`src/rtl/zero_qual16.sv`:
```
// Qualified zero detector: registers a 16-bit sample, requires QUAL_CYCLES
// consecutive enabled zero samples before asserting ZQ, with edge pulses and an event counter.
module zero_qual16 #(
    parameter int QUAL_CYCLES = 4
) (
    input  logic        CK,
    input  logic        CD,
    input  logic        CE,
    input  logic [15:0] A,
    input  logic        CLR_CNT,
    output logic        ZN_RAW,
    output logic        ZQ,
    output logic        ZRISE,
    output logic        ZFALL,
    output logic [7:0]  ZCNT
);

    typedef enum logic [1:0] {IDLE, QUAL, ZERO} state_t;

    localparam logic [3:0] QC = 4'(QUAL_CYCLES);

    logic [15:0] a_q, a_d;
    state_t      state_q, state_d;
    logic [3:0]  run_cnt_q, run_cnt_d;
    logic        zq_q, zq_d;
    logic        zrise_q, zrise_d;
    logic        zfall_q, zfall_d;
    logic [7:0]  zcnt_q, zcnt_d;
    logic        zn_raw;
    logic        enter_zero;

    assign zn_raw = ~|a_q;

    always_comb begin
        a_d       = CE ? A : a_q;
        state_d   = state_q;
        run_cnt_d = run_cnt_q;
        if (CE) begin
            case (state_q)
                IDLE: begin
                    if (zn_raw) begin
                        run_cnt_d = 4'd1;
                        state_d   = (QC == 4'd1) ? ZERO : QUAL;
                    end else begin
                        run_cnt_d = 4'd0;
                    end
                end
                QUAL: begin
                    // any nonzero sample discards the partial run entirely
                    if (!zn_raw) begin
                        state_d   = IDLE;
                        run_cnt_d = 4'd0;
                    end else begin
                        run_cnt_d = run_cnt_q + 4'd1;
                        if (run_cnt_q + 4'd1 == QC) state_d = ZERO;
                    end
                end
                ZERO: begin
                    if (!zn_raw) begin
                        state_d   = IDLE;
                        run_cnt_d = 4'd0;
                    end
                end
                default: begin
                    state_d   = IDLE;
                    run_cnt_d = 4'd0;
                end
            endcase
        end

        // pulses derive from the level change, so they drop on the next edge even with CE low
        zq_d       = (state_d == ZERO);
        enter_zero = zq_d & ~zq_q;
        zrise_d    = enter_zero;
        zfall_d    = ~zq_d & zq_q;

        if (CLR_CNT)                             zcnt_d = 8'd0;
        else if (enter_zero && zcnt_q != 8'hFF)  zcnt_d = zcnt_q + 8'd1;
        else                                     zcnt_d = zcnt_q;
    end

    always_ff @(posedge CK or posedge CD) begin
        if (CD) begin
            a_q       <= 16'hFFFF;
            state_q   <= IDLE;
            run_cnt_q <= 4'd0;
            zq_q      <= 1'b0;
            zrise_q   <= 1'b0;
            zfall_q   <= 1'b0;
            zcnt_q    <= 8'd0;
        end else begin
            a_q       <= a_d;
            state_q   <= state_d;
            run_cnt_q <= run_cnt_d;
            zq_q      <= zq_d;
            zrise_q   <= zrise_d;
            zfall_q   <= zfall_d;
            zcnt_q    <= zcnt_d;
        end
    end

    assign ZN_RAW = zn_raw;
    assign ZQ     = zq_q;
    assign ZRISE  = zrise_q;
    assign ZFALL  = zfall_q;
    assign ZCNT   = zcnt_q;

endmodule

```
`config.mk`:
```
export PLATFORM = sky130hd
export DESIGN_NAME = zero_qual16
export DESIGN_NICKNAME = d
export VERILOG_FILES = /design/src/rtl/zero_qual16.sv
export SDC_FILE = /design/constraint.sdc
export NUM_CORES = 1
export LEC_CHECK = 0
export CORE_UTILIZATION = 60
export DETAILED_ROUTE_END_ITERATION = 8
export DONT_BUFFER_PORTS = 1
export MAX_ROUTING_LAYER = met4
export PLACE_DENSITY_LB_ADDON = 0.08
export SYNTH_ARGS = -nofsm -noshare
export SYNTH_HDL_FRONTEND = slang
export SYNTH_SLANG_ARGS = --single-unit
export TNS_END_PERCENT = 1
```
`constraint.sdc`:
```
create_clock -name CK -period 3.5 [get_ports CK]
set_clock_uncertainty 0.05 [all_clocks]
set_input_delay 0.7 -clock CK [delete_from_list [all_inputs] [get_ports CK]]
set_output_delay 0.7 -clock CK [all_outputs]
set_load 0.02 [all_outputs]
```
==> flow_metrics.env, run 1 <==
export IMPL_status="complete, no violations"
export IMPL_insertion_delay_ns=0.33
export IMPL_grt_pass1_vias=1065
export IMPL_rsz0062_at_grt="no"
export IMPL_drt_iter0_markers=15
export IMPL_synthDominantCellAreaShare=0.264
export IMPL_finalHoldViolCount=0
export IMPL_critPathRequiredTime_ns=2.75
export IMPL_synth_cells=144
export IMPL_synth_fp_nets=167
export IMPL_vias=1115
export IMPL_finalNonFillerCells=177
export IMPL_grt_pass1_wl_um=4650
export IMPL_antenna_found_initial=0
export IMPL_synth_seq_cells=33
export IMPL_viasPerCell=6.30
export IMPL_worstSetupPathType="reg -> out"
export IMPL_synth_cell_type_count=33
export IMPL_synth_main_ff_cell="dfrtp_1"
export IMPL_die_x_um=53.9
export IMPL_grt_total_usage=0.242
export IMPL_cts_tree="built"
export IMPL_relSlewSlack=0.736
export IMPL_setup_viol=0
export IMPL_yosys_warnings=0
export IMPL_total_power_uw=753
export IMPL_ios=32
export IMPL_synth_edf_count=0
export IMPL_power_leakage_nw=0.703
export IMPL_gp_congestion=0.873
export IMPL_dp_cells=169
export IMPL_cp_max_fo=7
export IMPL_syn_area_um2=1610
export IMPL_rows=18
export IMPL_root_buffer="clkbuf_4"
export IMPL_worstMarginPinSlew_ns=0.396
export IMPL_vdd_drop_max_uv=330
export IMPL_clk_pin_slew_ns=0.10
export IMPL_hold_buffers=0
export IMPL_dp_slack_ns=1.13
export IMPL_initial_core_util=0.646
export IMPL_start_kind="register"
export IMPL_avgSynthCellArea_um2=11.2
export IMPL_postRouteWirelength_um=2910
export IMPL_hold_class="in -> async"
export IMPL_reg2reg_depth=7
export IMPL_diodes=0
export IMPL_timing_fmax_mhz=412
export IMPL_grt_overflow_total=0
export IMPL_place_port_buffers=0
export IMPL_crit_arrival_ns=1.68
export IMPL_fin_crit_ns=2.43
export IMPL_clk_path_buf_depth=2
export IMPL_async_flop_share=1.00
export IMPL_remaining_drc_errors=0
export IMPL_h_tree_depth=2
export IMPL_ant_nets=0
export IMPL_grt_start_max_net_pins=34
export IMPL_end_kind="primary output"
export IMPL_synth_common_cells="17 x dfrtp_1, 17 x mux2_2, 16 x dfstp_2"
export IMPL_powerDensity_nw_per_um2=441
export IMPL_setup_slack_ns=1.07
export IMPL_drive_gt1_frac=0.293
export IMPL_synth_largest_area_cell="dfrtp_1"
export IMPL_maxCapViolations=0
export IMPL_areaGrowthSynthToFinish_pct=5.74
export IMPL_drt_first_pass_iters=4
export IMPL_cts_buffers=5
export IMPL_nFillCells=175
export IMPL_ys_seq_area_frac=0.524
export IMPL_final_util=0.683
export IMPL_dieArea_um2=2900
export IMPL_die_y_um=53.9
export IMPL_dp_hpwl_um=2140
export IMPL_synth_area_top_cells="dfrtp_1 26%, dfstp_2 26%, mux2_2 12%"
export IMPL_cts_sinks=33
export IMPL_nets=169
export IMPL_fin_crit_sh=0.694
export IMPL_cts_resized=0
export IMPL_core_area_um2=2500
export IMPL_cts_setup_buffers=0
export IMPL_wl_per_cell_um=16.5
export IMPL_tns_ns=0
export IMPL_drv_slew=0
==> stage by stage <==
step | hold slack, ns | area, µm²
final | 0.281 | 1710
after global routing | 0.298 | 1710
after CTS | 0.273 | 1710
after detailed placement | 0.542 | 1620
after global placement | 0.520 | 1620
after floorplan | 0.479 | 1610
==> cell type report <==
class	instances	area, µm²	share of cell area
Timing Repair Buffer	1	7.51	0.00440
Clock buffer	7	55.1	0.0323
Multi-Input combinational cell	97	688	0.403
Tap cell	30	37.5	0.0220
Inverter	8	42.5	0.0249
Sequential cell	33	846	0.496
Clock inverter	1	30.0	0.0176
==> routing by layer <==
layer	vias up	part of all wire	track usage
li1	528	-	-
met1	544	0.42	0.262
met2	34	0.50	0.389
met3	9	0.054	0.105
met4	0	0.021	0.0921
met5	-	0	-
==> placed cells by master (no fill, tap or decap), drive strengths merged, types with 2 or more instances in the layout <==
cell and instances:
inv 7, nor4 6, nand2 12, nor2 4
clkbuf 7, a211oi 2, mux2 18, nand4 3
dfstp 16, nand3 5, o31ai 3, o22ai 2
nor2b 4, or3 4, dfrtp 17, a21oi 10
o21ai 7, or4 2, nand2b 3, ha 3
==> power breakdown <==
group / total (mW) / switching (mW) / internal [mW] / leakage (nW)
Combinational: 0.0338 / 0.0140 / 0.0198 / 0.252
Clock: 0.296 / 0.125 / 0.171 / 0.0455
Sequential: 0.423 / 0.00981 / 0.414 / 0.406
Total: 0.753 / 0.149 / 0.604 / 0.703
==> critical path, stage by stage, from the launching register on <==
cell      delay, ns
dfstp_2        0.38
nor4_1         0.32
nand2_1        0.14
or2_1          0.38
clkinv_8       0.12
==> state kept, by name, summed over array words and instances (netlist names) <==
signal     cells
ZQ             1
ZCNT           8
a_q           16
ZFALL          1
run_cnt_q      4
ZRISE          1
state_q        2
==> final timing paths <==
check	from	end	slack [ns]
worst min-delay path	CD	ZCNT[1]	0.28
worst max register to register	run_cnt_q[0]	ZCNT[0]	1.12
max in group asynchronous	CD	a_q[13]	2.80
worst min register to register	run_cnt_q[0]	run_cnt_q[0]	0.56
min in group CK	CLR_CNT	ZCNT[5]	0.36
worst max-delay path	a_q[15]	ZN_RAW	1.07
==> cells by family after synthesis <==
group                    synth area share
adder cells (fa/ha/maj)            0.0233
multiplexers                        0.132
AO/OA/AOI/OAI                       0.112
buffers and inverters              0.0496
AND/OR/NAND/NOR                     0.159
flip-flops                          0.524
No activity file was read; power rests on OpenSTA's default activity.
==> run 2: changes to the inputs <==
==> constraint.sdc (replaced) <==
create_clock -name CK -period 2.38 [get_ports CK]
set_clock_uncertainty 0.05 [all_clocks]
set_input_delay 0.476 -clock CK [delete_from_list [all_inputs] [get_ports CK]]
set_output_delay 0.476 -clock CK [all_outputs]
set_load 0.02 [all_outputs]
==> run 2 against run 1 <==
Highest routed layer unchanged. Worst hold slack worse by 0.22 ns. Worst setup slack lost 0.92 ns. Clock-buffer cell count did not move. Clock power grew 21%. Non-clock buffer count up 2. Design area about the same. Flip-flop and latch count unchanged. Sequential power grew 47%. Utilization barely moved. Combinational power is 49% higher. Register-to-register slack lost 0.97 ns. Global-route usage shrank 1.8 points.
==> flow_metrics.env, run 2 (same netlist as run 1, synthesis figures left out) <==
export IMPL_ios=32
export IMPL_initial_core_util=0.646
export IMPL_p_sw_frac=0.208
export IMPL_viasPerCell=6.21
export IMPL_cts_tree="built"
export IMPL_status="complete, no violations"
export IMPL_finalHoldViolCount=0
export IMPL_end_kind="register"
export IMPL_cts_resized=0
export IMPL_power_leakage_nw=0.706
export IMPL_hold_buffers=0
export IMPL_mostFrequentLayoutCells="17 x dfrtp_1, 17 x mux2_2, 16 x dfstp_2"
export IMPL_grt_overflow_total=0
export IMPL_die_x_um=53.9
export IMPL_grt_pass1_wl_um=4360
export IMPL_relSlewSlack=0.735
export IMPL_h_tree_depth=2
export IMPL_hold_class="in -> async"
export IMPL_grt_total_usage=0.224
export IMPL_core_area_um2=2500
export IMPL_dieArea_um2=2900
export IMPL_pwr_share_clk=0.347
export IMPL_drt_first_pass_iters=4
export IMPL_fin_crit_sh=0.936
export IMPL_p_comb_frac=0.049
export IMPL_powerDensity_nw_per_um2=603
export IMPL_drt_iter0_markers=18
export IMPL_grt_start_max_net_pins=34
export IMPL_drv_slew=0
export IMPL_power_switching_uw=215
export IMPL_cts_sinks=33
export IMPL_seq_power_share=0.604
export IMPL_diodes=0
export IMPL_regMostFlops="a_q"
export IMPL_postRouteWirelength_um=2740
export IMPL_ant_nets=0
export IMPL_vdd_drop_max_uv=560
export IMPL_timing_fmax_mhz=449
export IMPL_clk_path_buf_depth=2
export IMPL_nFillCells=198
export IMPL_dp_hpwl_um=1980
export IMPL_slowest_delay_ns=0.45
export IMPL_maxCapViolations=0
export IMPL_die_y_um=53.9
export IMPL_cts_buffers=5
export IMPL_insertion_delay_ns=0.32
export IMPL_nets=171
export IMPL_clk_pin_slew_ns=0.10
export IMPL_total_power_mw=1.03
export IMPL_areaGrowthSynthToFinish_pct=5.81
export IMPL_power_internal_uw=815
export IMPL_tns_ns=0
export IMPL_antenna_found_initial=0
export IMPL_multi_input_area_um2=688
export IMPL_fin_crit_ns=2.23
export IMPL_vias=1112
export IMPL_path_cells="ha_1 > nor2b_1 > a211o_1 > and3_1 > a32oi_4 > a21oi_1 > mux2_1"
export IMPL_place_port_buffers=0
export IMPL_drive_gt1_frac=0.302
export IMPL_worstSetupPathType="reg -> reg"
export IMPL_critPathRequiredTime_ns=2.55
export IMPL_gp_congestion=0.843
export IMPL_remaining_drc_errors=0
export IMPL_wl_per_cell_um=15.3
export IMPL_worstMarginPinSlew_ns=0.393
export IMPL_crit_path_top_delay_cell="dfrtp_1"
export IMPL_largest_reg_flops=16
export IMPL_crit_arrival_ns=2.40
export IMPL_root_buffer="clkbuf_4"
export IMPL_cp_max_fo=12
export IMPL_grt_pass1_vias=1045
export IMPL_cts_setup_buffers=0
export IMPL_setup_viol=0
export IMPL_rsz0062_at_grt="no"
export IMPL_start_kind="register"
export IMPL_rows=18
export IMPL_regArea_um2=846
[run 2: cell types whose count changed in the layout (fill, tap and decap cells not counted)]
cell,previous run,this run
clkbuf_8,1,0
clkinv_2,0,1
buf_4,1,3
clkbuf_16,0,1
bufinv_16,1,0
[run 2: final cells by class]
class | count | share of cell area
Clock buffer | 7 | 0.0388
Timing Repair Buffer | 3 | 0.0132
Multi-Input combinational cell | 97 | 0.403
Clock inverter | 1 | 0.00293
Inverter | 8 | 0.0249
Sequential cell | 33 | 0.495
Tap cell | 30 | 0.0220
[run 2: metal layers]
layer | vias up | share of wire | wire, µm | global-route usage
met2 | 41 | 0.51 | 1400 | 0.366
met1 | 532 | 0.41 | 1130 | 0.245
li1 | 532 | - | - | -
met5 | - | 0 | 0 | -
met3 | 7 | 0.061 | 167 | 0.0791
met4 | 0 | 0.015 | 40 | 0.0921
[run 2: metrics by stage]
step	std cells	hold slack (ns)	setup slack, ns	area (µm²)	utilization
floorplan	144	0.479	0.355	1610	-
global placement	171	0.417	0.190	1640	0.655
detailed placement	171	0.422	0.115	1640	0.655
CTS	179	0.0601	0.104	1710	0.683
global route	179	0.0726	0.0178	1710	0.683
finish	179	0.0605	0.153	1710	0.683
[run 2: power groups by stage]
stage	clock network [mW]	logic (mW)	registers, mW
6_report	0.357	0.0503	0.623
5_1_grt	0.394	0.0560	0.627
4_1_cts	0.369	0.0517	0.623
3_5_place_dp	0	0.0516	0.633
3_3_place_gp	0	0.0490	0.630
2_1_floorplan	0	0.0510	0.627
[run 2: path summary, 6_finish.rpt]
| check | end | slack (ns) | cells past startpoint | from |
|---|---|---|---|---|
| setup / recovery | ZCNT[0] | 0.15 | 7 | run_cnt_q[0] |
| hold / removal | ZRISE | 0.06 | 2 | CD |
| setup reg to reg | ZCNT[0] | 0.15 | 7 | run_cnt_q[0] |
| hold reg to reg | run_cnt_q[0] | 0.55 | 1 | run_cnt_q[0] |
| max in group asynchronous | a_q[12] | 1.89 | 2 | CD |
| min in group CK | ZCNT[4] | 0.15 | 1 | CLR_CNT |
[run 2: worst max-delay path: cells and delay by family (launching register included)]
family                     cells  cell delay [ns]
DFF                            1             0.45
and+or+nand+nor                2             0.37
muxes                          1             0.33
AOI/OAI and AO/OA              3             0.67
adders and majority gates      1             0.26
==> run 3: changes to the inputs <==
--- a/config.mk
+++ b/config.mk
@@ -5,6 +5,7 @@
 export SDC_FILE = /design/constraint.sdc
 export NUM_CORES = 1
 export LEC_CHECK = 0
+export CORE_MARGIN = 2
 export CORE_UTILIZATION = 60
 export DETAILED_ROUTE_END_ITERATION = 8
 export DONT_BUFFER_PORTS = 1
==> constraint.sdc (replaced) <==
create_clock -name CK -period 2.7 [get_ports CK]
set_clock_uncertainty 0.05 [all_clocks]
set_input_delay 0.54 -clock CK [delete_from_list [all_inputs] [get_ports CK]]
set_output_delay 0.54 -clock CK [all_outputs]
set_load 0.01 [all_outputs]
==> run 3 against run 2 <==
Maximum frequency is 6.0% lower. Worst setup slack better by 0.18 ns. Via count is 2.0% lower. Critical path depth stayed put. Sequential power is 12% lower. Flip-flop and latch count stayed put. Clock-buffer cell count is 1 lower. Total power is 1.3% lower. Critical path type unchanged.
==> flow_metrics.env, run 3 (same netlist as run 1, synthesis figures left out) <==
export IMPL_diodes=0
export IMPL_drt_first_pass_iters=4
export IMPL_vdd_drop_max_uv=483
export IMPL_setup_viol=0
export IMPL_mostFrequentLayoutCells="17 x dfrtp_1, 17 x mux2_2, 16 x dfstp_2"
export IMPL_cts_buffers=5
export IMPL_rsz0062_at_grt="no"
export IMPL_relSlewSlack=0.682
export IMPL_ios=32
export IMPL_multi_input_area_um2=688
export IMPL_end_kind="register"
export IMPL_crit_start="a_q[2]"
export IMPL_worstMarginPinSlew_ns=0.472
export IMPL_critPathRequiredTime_ns=2.92
export IMPL_hold_buffers=0
export IMPL_insertion_delay_ns=0.34
export IMPL_regArea_um2=846
export IMPL_regMostFlops="a_q"
export IMPL_fin_crit_ns=2.37
export IMPL_finalHoldViolCount=0
export IMPL_clk_path_buf_depth=2
export IMPL_crit_path_top_delay_cell="or4_1"
export IMPL_place_port_buffers=0
export IMPL_dieArea_um2=3120
export IMPL_dp_hpwl_um=2020
export IMPL_cts_setup_buffers=0
export IMPL_remaining_drc_errors=0
export IMPL_clk_pin_slew_ns=0.11
export IMPL_total_power_mw=1.02
export IMPL_drv_slew=0
export IMPL_grt_start_max_net_pins=34
export IMPL_nFillCells=194
export IMPL_ant_nets=0
export IMPL_core_area_um2=2520
export IMPL_power_leakage_nw=0.711
export IMPL_cp_max_fo=14
export IMPL_root_buffer="clkbuf_4"
export IMPL_viasPerCell=6.16
export IMPL_die_y_um=55.9
export IMPL_cts_sinks=33
export IMPL_timing_rr_end="ZCNT[5]"
export IMPL_grt_overflow_total=0
export IMPL_reg2reg_depth=7
export IMPL_path_cells="nor4_1 > nand2_1 > or2_1 > clkinv_8 > a32oi_4 > or4_1 > a21oi_1"
export IMPL_slowest_delay_ns=0.50
export IMPL_largest_reg_flops=16
export IMPL_fin_crit_sh=0.877
export IMPL_drive_gt1_frac=0.299
export IMPL_r2r_setup_slack_ns=0.33
export IMPL_die_x_um=55.9
export IMPL_grt_pass1_wl_um=5200
export IMPL_tns_ns=0
export IMPL_start_kind="register"
export IMPL_path_delay_family="simple AND/OR/NAND/NOR gates"
export IMPL_cts_tree="built"
export IMPL_maxCapViolations=0
export IMPL_grt_pass1_vias=1112
export IMPL_grt_total_usage=0.225
export IMPL_h_tree_depth=2
export IMPL_reg2reg_from="a_q[2]"
export IMPL_antenna_found_initial=0
export IMPL_cts_resized=0
export IMPL_drt_iter0_markers=27
export IMPL_powerDensity_nw_per_um2=591
export IMPL_gp_congestion=0.844
export IMPL_rows=18
export IMPL_worstSetupPathType="reg -> reg"
export IMPL_status="complete, no violations"
export IMPL_crit_arrival_ns=2.59
export IMPL_holdWs_ns=0.102
export IMPL_nets=169
export IMPL_wl_per_cell_um=16.5
export IMPL_critPathBufInv=1
export IMPL_timing_fmax_mhz=422
export IMPL_hold_class="in -> async"
export IMPL_vias=1090
export IMPL_initial_core_util=0.640
export IMPL_areaGrowthSynthToFinish_pct=6.51
export IMPL_postRouteWirelength_um=2920
-- run 3: worst max-delay path by stage --
stage | to | slack, ns | cells past startpoint
after floorplan | ZCNT[0] | 0.68 | 7
after global routing | ZCNT[5] | 0.13 | 7
after global placement | ZCNT[0] | 0.42 | 7
final | ZCNT[5] | 0.33 | 7
after detailed placement | ZCNT[0] | 0.37 | 7
after CTS | ZCNT[0] | 0.33 | 7
-- run 3: metal layers --
layer	GRT usage	part of all wire	vias up
li1	-	-	525
met1	0.262	0.41	525
met2	0.347	0.50	32
met3	0.0953	0.064	8
met4	0.0884	0.020	0
met5	-	0	-
-- run 3: cell type report --
type	count	area share
Clock buffer	6	0.0364
Clock inverter	2	0.0204
Inverter	8	0.0247
Multi-Input combinational cell	97	0.400
Sequential cell	33	0.492
Tap cell	30	0.0218
Timing Repair Buffer	1	0.00437
-- run 3: power breakdown --
part	internal [mW]	total [mW]	switching, mW
Sequential	0.536	0.548	0.0121
Clock	0.249	0.424	0.174
Combinational	0.0257	0.0443	0.0187
-- run 3: worst reg2reg max path, stage by stage, from the launching register on --
cell and delay, ns:
dfstp_2 0.39, nor4_1 0.40, nand2_1 0.11, or2_1 0.37, clkinv_8 0.12, a32oi_4 0.18
or4_1 0.51, a21oi_1 0.17
-- run 3: through the flow --
step	setup slack [ns]	cell area [µm²]	instances	utilization
6_report	0.332	1720	177	0.682
5_1_grt	0.129	1720	177	0.682
4_1_cts	0.334	1720	177	0.682
3_5_place_dp	0.367	1620	169	0.643
3_3_place_gp	0.415	1620	169	0.643
2_1_floorplan	0.681	1610	144	-
